**config.mk**
```make
export PLATFORM = sky130hd
export DESIGN_NAME = rca_pipe_adder
export DESIGN_NICKNAME = d
export VERILOG_FILES = /design/src/rtl/rca_pipe_pkg.sv /design/src/rtl/rca_pipe_stage.sv /design/src/rtl/rca_pipe_adder.sv
export SDC_FILE = /design/constraint.sdc
export NUM_CORES = 1
export LEC_CHECK = 0
export BUFFER_PORTS_ARGS = -buffer_cell sky130_fd_sc_hd__buf_2
export CORE_MARGIN = 2
export CORE_UTILIZATION = 55
export CTS_CLUSTER_SIZE = 14
export DETAILED_ROUTE_END_ITERATION = 10
export GPL_ROUTABILITY_DRIVEN = 0
export PLACE_DENSITY = 0.84
export SETUP_SLACK_MARGIN = 0.02
export SYNTH_ARGS = -nofsm -noshare
export SYNTH_HDL_FRONTEND = slang
export SYNTH_SLANG_ARGS = --single-unit
```
**constraint.sdc**
```tcl
create_clock -name clk -period 5.1 [get_ports clk]
set_clock_uncertainty 0.1 [all_clocks]
set_input_delay 0.255 -clock clk [delete_from_list [all_inputs] [get_ports clk]]
set_output_delay 0.255 -clock clk [all_outputs]
set_load 0.02 [all_outputs]
```
**src/rtl/rca_pipe_pkg.sv**
```systemverilog
// Shared constants, chunk-width helper and per-beat control struct for rca_pipe_adder.
// Each beat's operand remainders and partial sum travel next to this struct as WIDTH-bit vectors.
package rca_pipe_pkg;

  localparam int unsigned DEF_WIDTH  = 16;
  localparam int unsigned DEF_STAGES = 4;

  // Chunk width; a zero stage count is reported by the top-level legality check.
  function automatic int unsigned calc_cw(input int unsigned width, input int unsigned stages);
    return (stages == 0) ? width : width / stages;
  endfunction

  typedef struct packed {
    logic valid;
    logic sub;
    logic carry;
  } beat_ctrl_t;

endpackage

```
**src/rtl/rca_pipe_stage.sv**
```systemverilog
// One CW-bit ripple-carry slice (chunk IDX) followed by its pipeline register.
// The slice carry goes into the register; the operands pass through unchanged as skew data.
module rca_pipe_stage
  import rca_pipe_pkg::*;
#(
  parameter int unsigned WIDTH = DEF_WIDTH,
  parameter int unsigned CW    = 4,
  parameter int unsigned IDX   = 0
) (
  input  logic             clk,
  input  logic             rst_n,
  input  logic             i_adv,
  input  beat_ctrl_t       i_ctrl,
  input  logic [WIDTH-1:0] i_a,
  input  logic [WIDTH-1:0] i_b,
  input  logic [WIDTH-1:0] i_sum,
  output beat_ctrl_t       o_ctrl,
  output logic [WIDTH-1:0] o_a,
  output logic [WIDTH-1:0] o_b,
  output logic [WIDTH-1:0] o_sum
);

  localparam int unsigned LSB = IDX * CW;

  logic [CW-1:0]    w_a;
  logic [CW-1:0]    w_b;
  logic [CW-1:0]    w_s;
  logic [CW:0]      w_c;
  logic [WIDTH-1:0] w_sum_next;
  beat_ctrl_t       w_ctrl_next;

  beat_ctrl_t       r_ctrl;
  logic [WIDTH-1:0] r_a;
  logic [WIDTH-1:0] r_b;
  logic [WIDTH-1:0] r_sum;

  assign w_a    = i_a[LSB +: CW];
  assign w_b    = i_b[LSB +: CW] ^ {CW{i_ctrl.sub}};
  assign w_c[0] = i_ctrl.carry;

  generate
    for (genvar gi = 0; gi < CW; gi++) begin : g_fa
      assign w_s[gi]     = w_a[gi] ^ w_b[gi] ^ w_c[gi];
      assign w_c[gi + 1] = (w_a[gi] & w_b[gi]) | (w_c[gi] & (w_a[gi] ^ w_b[gi]));
    end
  endgenerate

  // This chunk of the incoming partial sum is still zero, so OR merges it in.
  always_comb begin
    w_sum_next        = i_sum | (WIDTH'(w_s) << LSB);
    w_ctrl_next       = i_ctrl;
    w_ctrl_next.carry = w_c[CW];
  end

  always_ff @(posedge clk or negedge rst_n) begin
    if (!rst_n) begin
      r_ctrl <= '0;
      r_a    <= '0;
      r_b    <= '0;
      r_sum  <= '0;
    end else if (i_adv) begin
      r_ctrl <= w_ctrl_next;
      r_a    <= i_a;
      r_b    <= i_b;
      r_sum  <= w_sum_next;
    end
  end

  assign o_ctrl = r_ctrl;
  assign o_a    = r_a;
  assign o_b    = r_b;
  assign o_sum  = r_sum;

endmodule

```
**src/rtl/rca_pipe_adder.sv**
```systemverilog
// Pipelined ripple-carry adder/subtractor with valid/ready on both sides and a single global advance.
// Define RCA_PIPE_OVF_EN to add the out_ovf signed-overflow output.
module rca_pipe_adder
  import rca_pipe_pkg::*;
#(
  parameter int unsigned WIDTH  = DEF_WIDTH,
  parameter int unsigned STAGES = DEF_STAGES
) (
  input  logic             clk,
  input  logic             rst_n,
  input  logic             in_valid,
  output logic             in_ready,
  input  logic [WIDTH-1:0] in_a,
  input  logic [WIDTH-1:0] in_b,
  input  logic             in_cin,
  input  logic             in_sub,
  output logic             out_valid,
  input  logic             out_ready,
  output logic [WIDTH-1:0] out_sum,
  output logic             out_cout
`ifdef RCA_PIPE_OVF_EN
  ,
  output logic             out_ovf
`endif
);

  localparam int unsigned CW = calc_cw(WIDTH, STAGES);

  if ((STAGES == 0) || (STAGES > WIDTH) || ((WIDTH % STAGES) != 0)) begin : g_param_check
    $error("rca_pipe_adder: WIDTH must be a multiple of STAGES with 1 <= STAGES <= WIDTH");
  end

  beat_ctrl_t       w_ctrl [STAGES+1];
  logic [WIDTH-1:0] w_a    [STAGES+1];
  logic [WIDTH-1:0] w_b    [STAGES+1];
  logic [WIDTH-1:0] w_sum  [STAGES+1];
  logic             w_adv;

  // The whole pipe moves together; a held output freezes every stage.
  assign w_adv    = !w_ctrl[STAGES].valid || out_ready;
  assign in_ready = w_adv;

  assign w_ctrl[0] = '{valid: in_valid, sub: in_sub, carry: in_sub | in_cin};
  assign w_a[0]    = in_a;
  assign w_b[0]    = in_b;
  assign w_sum[0]  = '0;

  generate
    for (genvar gi = 0; gi < STAGES; gi++) begin : g_stage
      rca_pipe_stage #(
        .WIDTH (WIDTH),
        .CW    (CW),
        .IDX   (gi)
      ) u_stage (
        .clk    (clk),
        .rst_n  (rst_n),
        .i_adv  (w_adv),
        .i_ctrl (w_ctrl[gi]),
        .i_a    (w_a[gi]),
        .i_b    (w_b[gi]),
        .i_sum  (w_sum[gi]),
        .o_ctrl (w_ctrl[gi+1]),
        .o_a    (w_a[gi+1]),
        .o_b    (w_b[gi+1]),
        .o_sum  (w_sum[gi+1])
      );
    end
  endgenerate

  assign out_valid = w_ctrl[STAGES].valid;
  assign out_sum   = w_sum[STAGES];
  assign out_cout  = w_ctrl[STAGES].carry;

`ifdef RCA_PIPE_OVF_EN
  logic w_a_msb;
  logic w_b_msb;
  logic w_s_msb;

  // Operand sign bits ride along in the final skew register, so the check lines up with out_sum.
  assign w_a_msb = w_a[STAGES][WIDTH-1];
  assign w_b_msb = w_b[STAGES][WIDTH-1] ^ w_ctrl[STAGES].sub;
  assign w_s_msb = w_sum[STAGES][WIDTH-1];
  assign out_ovf = (w_a_msb == w_b_msb) && (w_s_msb != w_a_msb);
`endif

  logic w_unused;
  assign w_unused = ^{w_a[STAGES], w_b[STAGES], w_ctrl[STAGES].sub};

endmodule
```
After elaboration in Yosys (flattened, before gate mapping)
Cells that the tools add are included.
{"block": "word_totals", "in_bits": 38, "regBits": 159, "elab_cells": 111}
{"block": "classes", "bitwise": 88, "n_reduce_logical": 2}
{"operator": "1-bit bitwise AND", "n": 32}
{"operator": "1-bit bitwise XOR", "n": 32}
{"operator": "1-bit OR", "n": 17}
{"operator": "16-bit by 12-bit OR with 16-bit output", "n": 1}
{"operator": "16-bit OR", "n": 1}
{"operator": "4-bit bitwise XOR", "n": 4}
{"operator": "4-bit by 8-bit OR with 8-bit output", "n": 1}
{"operator": "1-bit zero test", "n": 1}
{"operator": "1-bit logical OR", "n": 1}

Longest topological paths before layout
{"block": "logic_depth", "depth_word": 10, "depth_mapped": 10, "depth_no_buf": 9}

Hierarchy
Synthesis repeated with hierarchy kept, for this count alone.
{"block": "hier_totals", "hier_cells": 519, "hier_area_um2": 9029.9}
{"mod": "rca_pipe_stage", "area_per_inst_um2": 2253.4, "n_inst": 4, "cells_per_inst": 129, "seq_area_each_um2": 1276.2}
{"mod": "rca_pipe_adder", "area_per_inst_um2": 16.3, "n_inst": 1, "cells_per_inst": 3, "seq_area_each_um2": 0.0}

Least setup slack after synthesis
Ideal clock, no wire load.
{"block": "synth_timing", "path_kind": "reg-to-reg", "start": "register g_stage[1].u_stage.r_ctrl, in the netlist g_stage[1].u_stage.o_ctrl[1]", "end": "register g_stage[2].u_stage.r_sum[11]", "setup_slack_ps": 2397, "path_stages_with_launch": 11, "arrival_ps": 2478, "cell_sequence": "dfrtp_1 -> clkbuf_1 -> xnor2_1 -> fa_1 -> inv_1 -> fa_1 -> inv_1 -> fa_1 -> inv_1 -> fa_1 -> mux2_4"}
{"block": "synth_between", "elab_chain_cells": 10, "word_cells_on_any_way": 16, "cone_classes": "16 x bitwise"}
{"element": "from (decl)", "line_no": "rca_pipe_stage.sv:32", "source": "beat_ctrl_t r_ctrl;"}
{"element": "from (signal assigned)", "line_no": "rca_pipe_stage.sv:62", "source": "r_ctrl <= w_ctrl_next;"}
{"element": "4-bit bitwise XOR *", "line_no": "rca_pipe_stage.sv:38", "source": "assign w_b = i_b[LSB +: CW] ^ {CW{i_ctrl.sub}};"}
{"element": "1-bit bitwise XOR", "line_no": "rca_pipe_stage.sv:44", "source": "assign w_c[gi + 1] = (w_a[gi] & w_b[gi]) | (w_c[gi] & (w_a[gi] ^ w_b[gi]));"}
{"element": "1-bit bitwise AND", "line_no": "rca_pipe_stage.sv:44"}
{"element": "1-bit OR", "line_no": "rca_pipe_stage.sv:44"}
{"element": "1-bit bitwise AND", "line_no": "rca_pipe_stage.sv:44"}
{"element": "1-bit OR", "line_no": "rca_pipe_stage.sv:44"}
{"element": "1-bit bitwise AND", "line_no": "rca_pipe_stage.sv:44"}
{"element": "1-bit OR", "line_no": "rca_pipe_stage.sv:44"}
{"element": "1-bit bitwise XOR *", "line_no": "rca_pipe_stage.sv:43", "source": "assign w_s[gi] = w_a[gi] ^ w_b[gi] ^ w_c[gi];"}
{"element": "net g_stage[2].u_stage.w_s[3]", "line_no": "rca_pipe_stage.sv:27", "source": "logic [CW-1:0] w_s;"}
{"element": "16-bit by 12-bit OR with 16-bit output *", "line_no": "rca_pipe_stage.sv:50", "source": "w_sum_next = i_sum | (WIDTH'(w_s) << LSB);"}
{"element": "to (signal assigned)", "line_no": "rca_pipe_stage.sv:65", "source": "r_sum <= w_sum_next;"}
{"element": "to (decl)", "line_no": "rca_pipe_stage.sv:35", "source": "logic [WIDTH-1:0] r_sum;"}
The timed path passes the listed nets; every way through them passes the cells marked *.
A chain may end at the register's enable or synchronous reset.

Worst setup path in the final report
{"block": "layout_timing", "start": "register g_stage[2].u_stage.r_ctrl, in the netlist g_stage[2].u_stage.o_ctrl[1]", "end": "register g_stage[3].u_stage.r_sum[15]"}
{"block": "layout_between", "elab_chain_cells": 10, "word_cells_on_any_way": 16, "cone_classes": "16 x bitwise"}
{"element": "from (decl)", "line_no": "rca_pipe_stage.sv:32"}
{"element": "from (signal assigned)", "line_no": "rca_pipe_stage.sv:62"}
{"element": "4-bit bitwise XOR *", "line_no": "rca_pipe_stage.sv:38"}
{"element": "1-bit bitwise XOR", "line_no": "rca_pipe_stage.sv:44"}
{"element": "1-bit bitwise AND", "line_no": "rca_pipe_stage.sv:44"}
{"element": "1-bit OR", "line_no": "rca_pipe_stage.sv:44"}
{"element": "1-bit bitwise AND", "line_no": "rca_pipe_stage.sv:44"}
{"element": "1-bit OR", "line_no": "rca_pipe_stage.sv:44"}
{"element": "1-bit bitwise AND", "line_no": "rca_pipe_stage.sv:44"}
{"element": "1-bit OR", "line_no": "rca_pipe_stage.sv:44"}
{"element": "1-bit bitwise XOR *", "line_no": "rca_pipe_stage.sv:43"}
{"element": "net g_stage[3].u_stage.w_s[3]", "line_no": "rca_pipe_stage.sv:27"}
{"element": "16-bit OR *", "line_no": "rca_pipe_stage.sv:50"}
{"element": "to (signal assigned)", "line_no": "rca_pipe_stage.sv:65"}
{"element": "to (decl)", "line_no": "rca_pipe_stage.sv:35"}
Marked as above.

==> flow_results.xml <==
<?xml version="1.0" encoding="UTF-8"?>
<metrics>
  <group name="global_routing">
    <metric name="grt_busiest_layer" unit="">met2</metric>
    <metric name="grt_pass1_wl" unit="um">12280</metric>
    <metric name="antenna_found_initial" unit="">0</metric>
    <metric name="globalRouteMet3Util" unit="">0.05202</metric>
    <metric name="groute.layer.met1.usage" unit="">0.2258</metric>
    <metric name="largest_net_degree_at_the_start_of_global_routing" unit="">62</metric>
    <metric name="remaining_global_route_overflow" unit="">0</metric>
    <metric name="first_global_vias" unit="">2503</metric>
    <metric name="grtUsageTotal" unit="">0.1657</metric>
    <metric name="grt_util_met2" unit="">0.2585</metric>
  </group>
  <group name="timing">
    <metric name="setup_violations" unit="">0</metric>
    <metric name="clock.fmax" unit="MHz">360.2</metric>
    <metric name="max_slew.worst_pin.slew" unit="ps">1024</metric>
    <metric name="slew_viol_final" unit="">0</metric>
    <metric name="maxSlewHeadroom" unit="">0.3170</metric>
    <metric name="final_hold_viol_count" unit="">0</metric>
    <metric name="finalCritPeriodShare" unit="">0.5443</metric>
    <metric name="finalWorstPathRequiredPeriod" unit="ps">2776</metric>
    <metric name="setup_total_negative_slack" unit="ps">0</metric>
    <metric name="postLayoutSetupSlackWorst" unit="ps">2324</metric>
    <metric name="setup_repair_after_global_routing_missed_its_margin" unit="">no</metric>
  </group>
  <group name="floorplan">
    <metric name="die_w" unit="um">96.75</metric>
    <metric name="core-area" unit="um^2">8258</metric>
    <metric name="die_area" unit="um^2">9360</metric>
    <metric name="boundaryPins" unit="">57</metric>
    <metric name="placement_rows" unit="">33</metric>
    <metric name="die_h" unit="um">96.75</metric>
    <metric name="initial_utilization" unit="">0.5729</metric>
  </group>
  <group name="yosys">
    <metric name="post_synth_inst_count" unit="">279</metric>
    <metric name="synth-edff-count" unit="">0</metric>
    <metric name="synth_sequential_area_ratio" unit="">0.5237</metric>
    <metric name="synth_seq_cells" unit="">99</metric>
    <metric name="yosysMostFrequentCell" unit="">sky130_fd_sc_hd__dfrtp_1</metric>
    <metric name="synth_ff_type" unit="">sky130_fd_sc_hd__dfrtp_1</metric>
    <metric name="yosys-top-cells-area" unit="">sky130_fd_sc_hd__dfrtp_1, sky130_fd_sc_hd__mux2_4, sky130_fd_sc_hd__fa_1, sky130_fd_sc_hd__buf_12, sky130_fd_sc_hd__inv_1</metric>
    <metric name="post-synth-top-area-fraction" unit="">0.5237</metric>
    <metric name="yosysWarningCount" unit="">0</metric>
    <metric name="most_frequent_cells_after_synthesis" unit="">sky130_fd_sc_hd__dfrtp_1, sky130_fd_sc_hd__mux2_4, sky130_fd_sc_hd__inv_1</metric>
    <metric name="syn_avg_cell_area" unit="um^2">16.96</metric>
    <metric name="syn-num-nets" unit="">333</metric>
    <metric name="number_of_distinct_library_cells_after_synthesis" unit="">15</metric>
    <metric name="synth_area" unit="um^2">4731</metric>
    <metric name="async_flop_share" unit="">1.000</metric>
    <metric name="synth_top_cell_by_area" unit="">sky130_fd_sc_hd__dfrtp_1</metric>
  </group>
  <group name="layout">
    <metric name="number_of_diodes" unit="">0</metric>
    <metric name="finish.utilization" unit="">0.6289</metric>
    <metric name="post_route_cells_drive_above_1_share" unit="">0.4769</metric>
    <metric name="final_net_count" unit="">395</metric>
    <metric name="synthesis_to_finish_area_growth" unit="%">9.786</metric>
    <metric name="layout.filler_cells" unit="">616</metric>
  </group>
  <group name="run">
    <metric name="drv.max_cap_violation_count" unit="">0</metric>
  </group>
  <group name="worst_setup_path">
    <metric name="critical_path_peak_fanout" unit="">5</metric>
    <metric name="end_kind" unit="">flop</metric>
    <metric name="r2r.worst_path.cells" unit="">9</metric>
    <metric name="critical-path-top-delay-family" unit="">adder cells</metric>
    <metric name="timing.critical_path.buf_inv" unit="">3</metric>
    <metric name="cp.required" unit="ps">5250</metric>
    <metric name="slowest_stage" unit="">sky130_fd_sc_hd__dfrtp_1</metric>
    <metric name="timing_worst_setup_path_type" unit="">reg2reg</metric>
    <metric name="path_cells" unit="">xnor2_1 &gt; fa_1 &gt; inv_1 &gt; fa_1 &gt; inv_1 &gt; fa_1 &gt; inv_1 &gt; fa_1 &gt; mux2_4</metric>
    <metric name="critPathMostFrequentCell" unit="">sky130_fd_sc_hd__fa_1</metric>
    <metric name="critical_path_cell_count" unit="">9</metric>
    <metric name="cp-start-kind" unit="">flop</metric>
    <metric name="cpPeakStageDelay" unit="ps">470</metric>
    <metric name="worstPathArrival" unit="ps">2930</metric>
  </group>
  <group name="route">
    <metric name="detail_route.wl_per_cell" unit="um">15.59</metric>
    <metric name="detail_route.vias_per_cell" unit="">5.000</metric>
    <metric name="drt_wl_total" unit="um">7033</metric>
    <metric name="drt_first_pass_iters" unit="">4</metric>
    <metric name="number_of_violations_reported_at_the_end_of_detailed_routing_iteration_0" unit="">76</metric>
    <metric name="detailed_route_drc_error_count" unit="">0</metric>
    <metric name="routed-via-count" unit="">2255</metric>
    <metric name="route.antenna.remaining_nets" unit="">0</metric>
  </group>
  <group name="power_and_ir_drop">
    <metric name="power.clock.fraction" unit="">0.140</metric>
    <metric name="reported_net_switching_power" unit="mW">1.087</metric>
    <metric name="p_int" unit="mW">2.204</metric>
    <metric name="pwr_density_cell" unit="nW/um^2">633.6</metric>
    <metric name="power.switching_fraction" unit="">0.3304</metric>
    <metric name="vdd_ir_drop_max" unit="mV">0.3645</metric>
    <metric name="power.leakage" unit="nW">2.612</metric>
    <metric name="seq_power_share" unit="">0.418</metric>
    <metric name="pwr-share-comb" unit="">0.442</metric>
  </group>
  <group name="place">
    <metric name="dp_slack" unit="ps">2327</metric>
    <metric name="place.detailed.hpwl" unit="um">4782</metric>
    <metric name="place.port_buffers" unit="">56</metric>
  </group>
  <group name="clock_tree">
    <metric name="h-tree-depth" unit="">3</metric>
    <metric name="insertion_delay" unit="ps">360</metric>
    <metric name="clock-sinks" unit="">99</metric>
    <metric name="cts_repair_resize_count" unit="">0</metric>
    <metric name="cts.path.max_buffers" unit="">2</metric>
    <metric name="worst_setup_hold_path_clk_slew" unit="ps">90</metric>
    <metric name="root_buffer" unit="">sky130_fd_sc_hd__clkbuf_8</metric>
    <metric name="numCtsBuffers" unit="">9</metric>
    <metric name="cts_tree" unit="">built</metric>
  </group>
  <group name="hold_path">
    <metric name="hold_path_class" unit="">in2reg</metric>
    <metric name="hold_crit_depth" unit="">2</metric>
  </group>
  <group name="status">
    <metric name="outcome" unit="">finished clean</metric>
  </group>
</metrics>
-- power by group through the flow --
stage	clock network [mW]	logic (mW)	registers (mW)
CTS	0.475	1.48	1.38
finish	0.461	1.46	1.37
global placement	0	1.39	1.37
floorplan	0	1.19	1.39
global route	0.511	1.62	1.42
detailed placement	0	1.46	1.39
-- logic make-up (layout without fill, tap and decap cells) --
kind of cell	after synthesis	count (layout)	share of synthesized area
adders and majority gates	16	16	0.06771
DFF	99	99	0.5237
buffers and inverters	39	106	0.06717
muxes	90	90	0.2856
xor gates and xnor gates	16	16	0.02962
and+or+nand+nor	11	11	0.01772
AOI/OAI and AO/OA	8	8	0.008464
-- state kept, by name, summed over array words and instances, names as in the netlist --
| register | flops |
|---|---|
| g_stage.u_stage.o_sum | 40 |
| g_stage.u_stage.o_a | 24 |
| g_stage.u_stage.o_b | 24 |
| g_stage.u_stage.o_ctrl | 11 |
-- area by class of cell --
class                           instances  area [um^2]  area share
Sequential cell                        99         2477      0.4770
Inverter                               23        86.33     0.01662
Timing Repair Buffer                   67        385.4     0.07420
Multi-Input combinational cell        141         1936      0.3727
Clock buffer                           11        141.4     0.02722
Tap cell                              105        131.4     0.02530
Clock inverter                          5        36.28    0.006986
-- metal layers --
metal / part of all wire / up-vias
met5: 0 / -
met4: 0.011 / 0
met3: 0.046 / 9
met2: 0.50 / 48
met1: 0.44 / 1160
li1: - / 1038
-- worst paths after layout --
kind | endpoint | slack (ps) | startpoint
worst max-delay path | g_stage[3].u_stage.o_sum[15] | 2320 | g_stage[2].u_stage.o_ctrl[1]
worst min-delay path | g_stage[0].u_stage.o_a[5] | 10 | in_a[5]
worst max register to register | g_stage[3].u_stage.o_sum[15] | 2320 | g_stage[2].u_stage.o_ctrl[1]
worst min register to register | g_stage[3].u_stage.o_ctrl[2] | 370 | g_stage[2].u_stage.o_ctrl[2]
max in group asynchronous | g_stage[0].u_stage.o_b[8] | 3510 | rst_n
min in group asynchronous | g_stage[2].u_stage.o_sum[1] | 290 | rst_n
-- metrics by stage --
step                      hold slack [ps]  cells  total power, mW  instance area (um^2)
after floorplan                    -140.6    279            2.579                  4731
after global placement              143.7    427            2.767                  4936
after detailed placement            146.8    427            2.853                  4936
after CTS                          0.1851    450            3.336                  5184
after global routing              0.05557    451            3.549                  5194
final                               14.04    451            3.291                  5194
-- worst register-to-register path: stages (launching register included) --
cell                      delay, ps
sky130_fd_sc_hd__dfrtp_1        470
sky130_fd_sc_hd__xnor2_1        180
sky130_fd_sc_hd__fa_1           440
sky130_fd_sc_hd__inv_1           80
sky130_fd_sc_hd__fa_1           170
sky130_fd_sc_hd__inv_1           50
sky130_fd_sc_hd__fa_1           390
sky130_fd_sc_hd__inv_1           90
sky130_fd_sc_hd__fa_1           420
sky130_fd_sc_hd__mux2_4         270
-- cells in the final DEF, fill, tap and decap left out --
cell,instances
sky130_fd_sc_hd__dlygate4sd3_1,8
sky130_fd_sc_hd__buf_4,4
sky130_fd_sc_hd__dfrtp_1,99
sky130_fd_sc_hd__inv_1,23
sky130_fd_sc_hd__nor3b_1,8
sky130_fd_sc_hd__xnor2_1,8
sky130_fd_sc_hd__buf_2,55
sky130_fd_sc_hd__clkinv_2,2
sky130_fd_sc_hd__fa_1,16
sky130_fd_sc_hd__mux2_4,90
sky130_fd_sc_hd__nor2_1,1
sky130_fd_sc_hd__a21oi_1,8
sky130_fd_sc_hd__xor2_1,8
sky130_fd_sc_hd__nand2b_1,1
sky130_fd_sc_hd__clkbuf_8,10
sky130_fd_sc_hd__nand2b_4,1
sky130_fd_sc_hd__clkbuf_1,1
sky130_fd_sc_hd__clkinv_4,1
sky130_fd_sc_hd__inv_6,2
-- timing repair --
action | in CTS | in global routing
endpoints found under the hold margin | 44 | 1
hold buffers | 7 | 1
setup buffers | 0 | 0
Power figures use the tool's default switching activity.
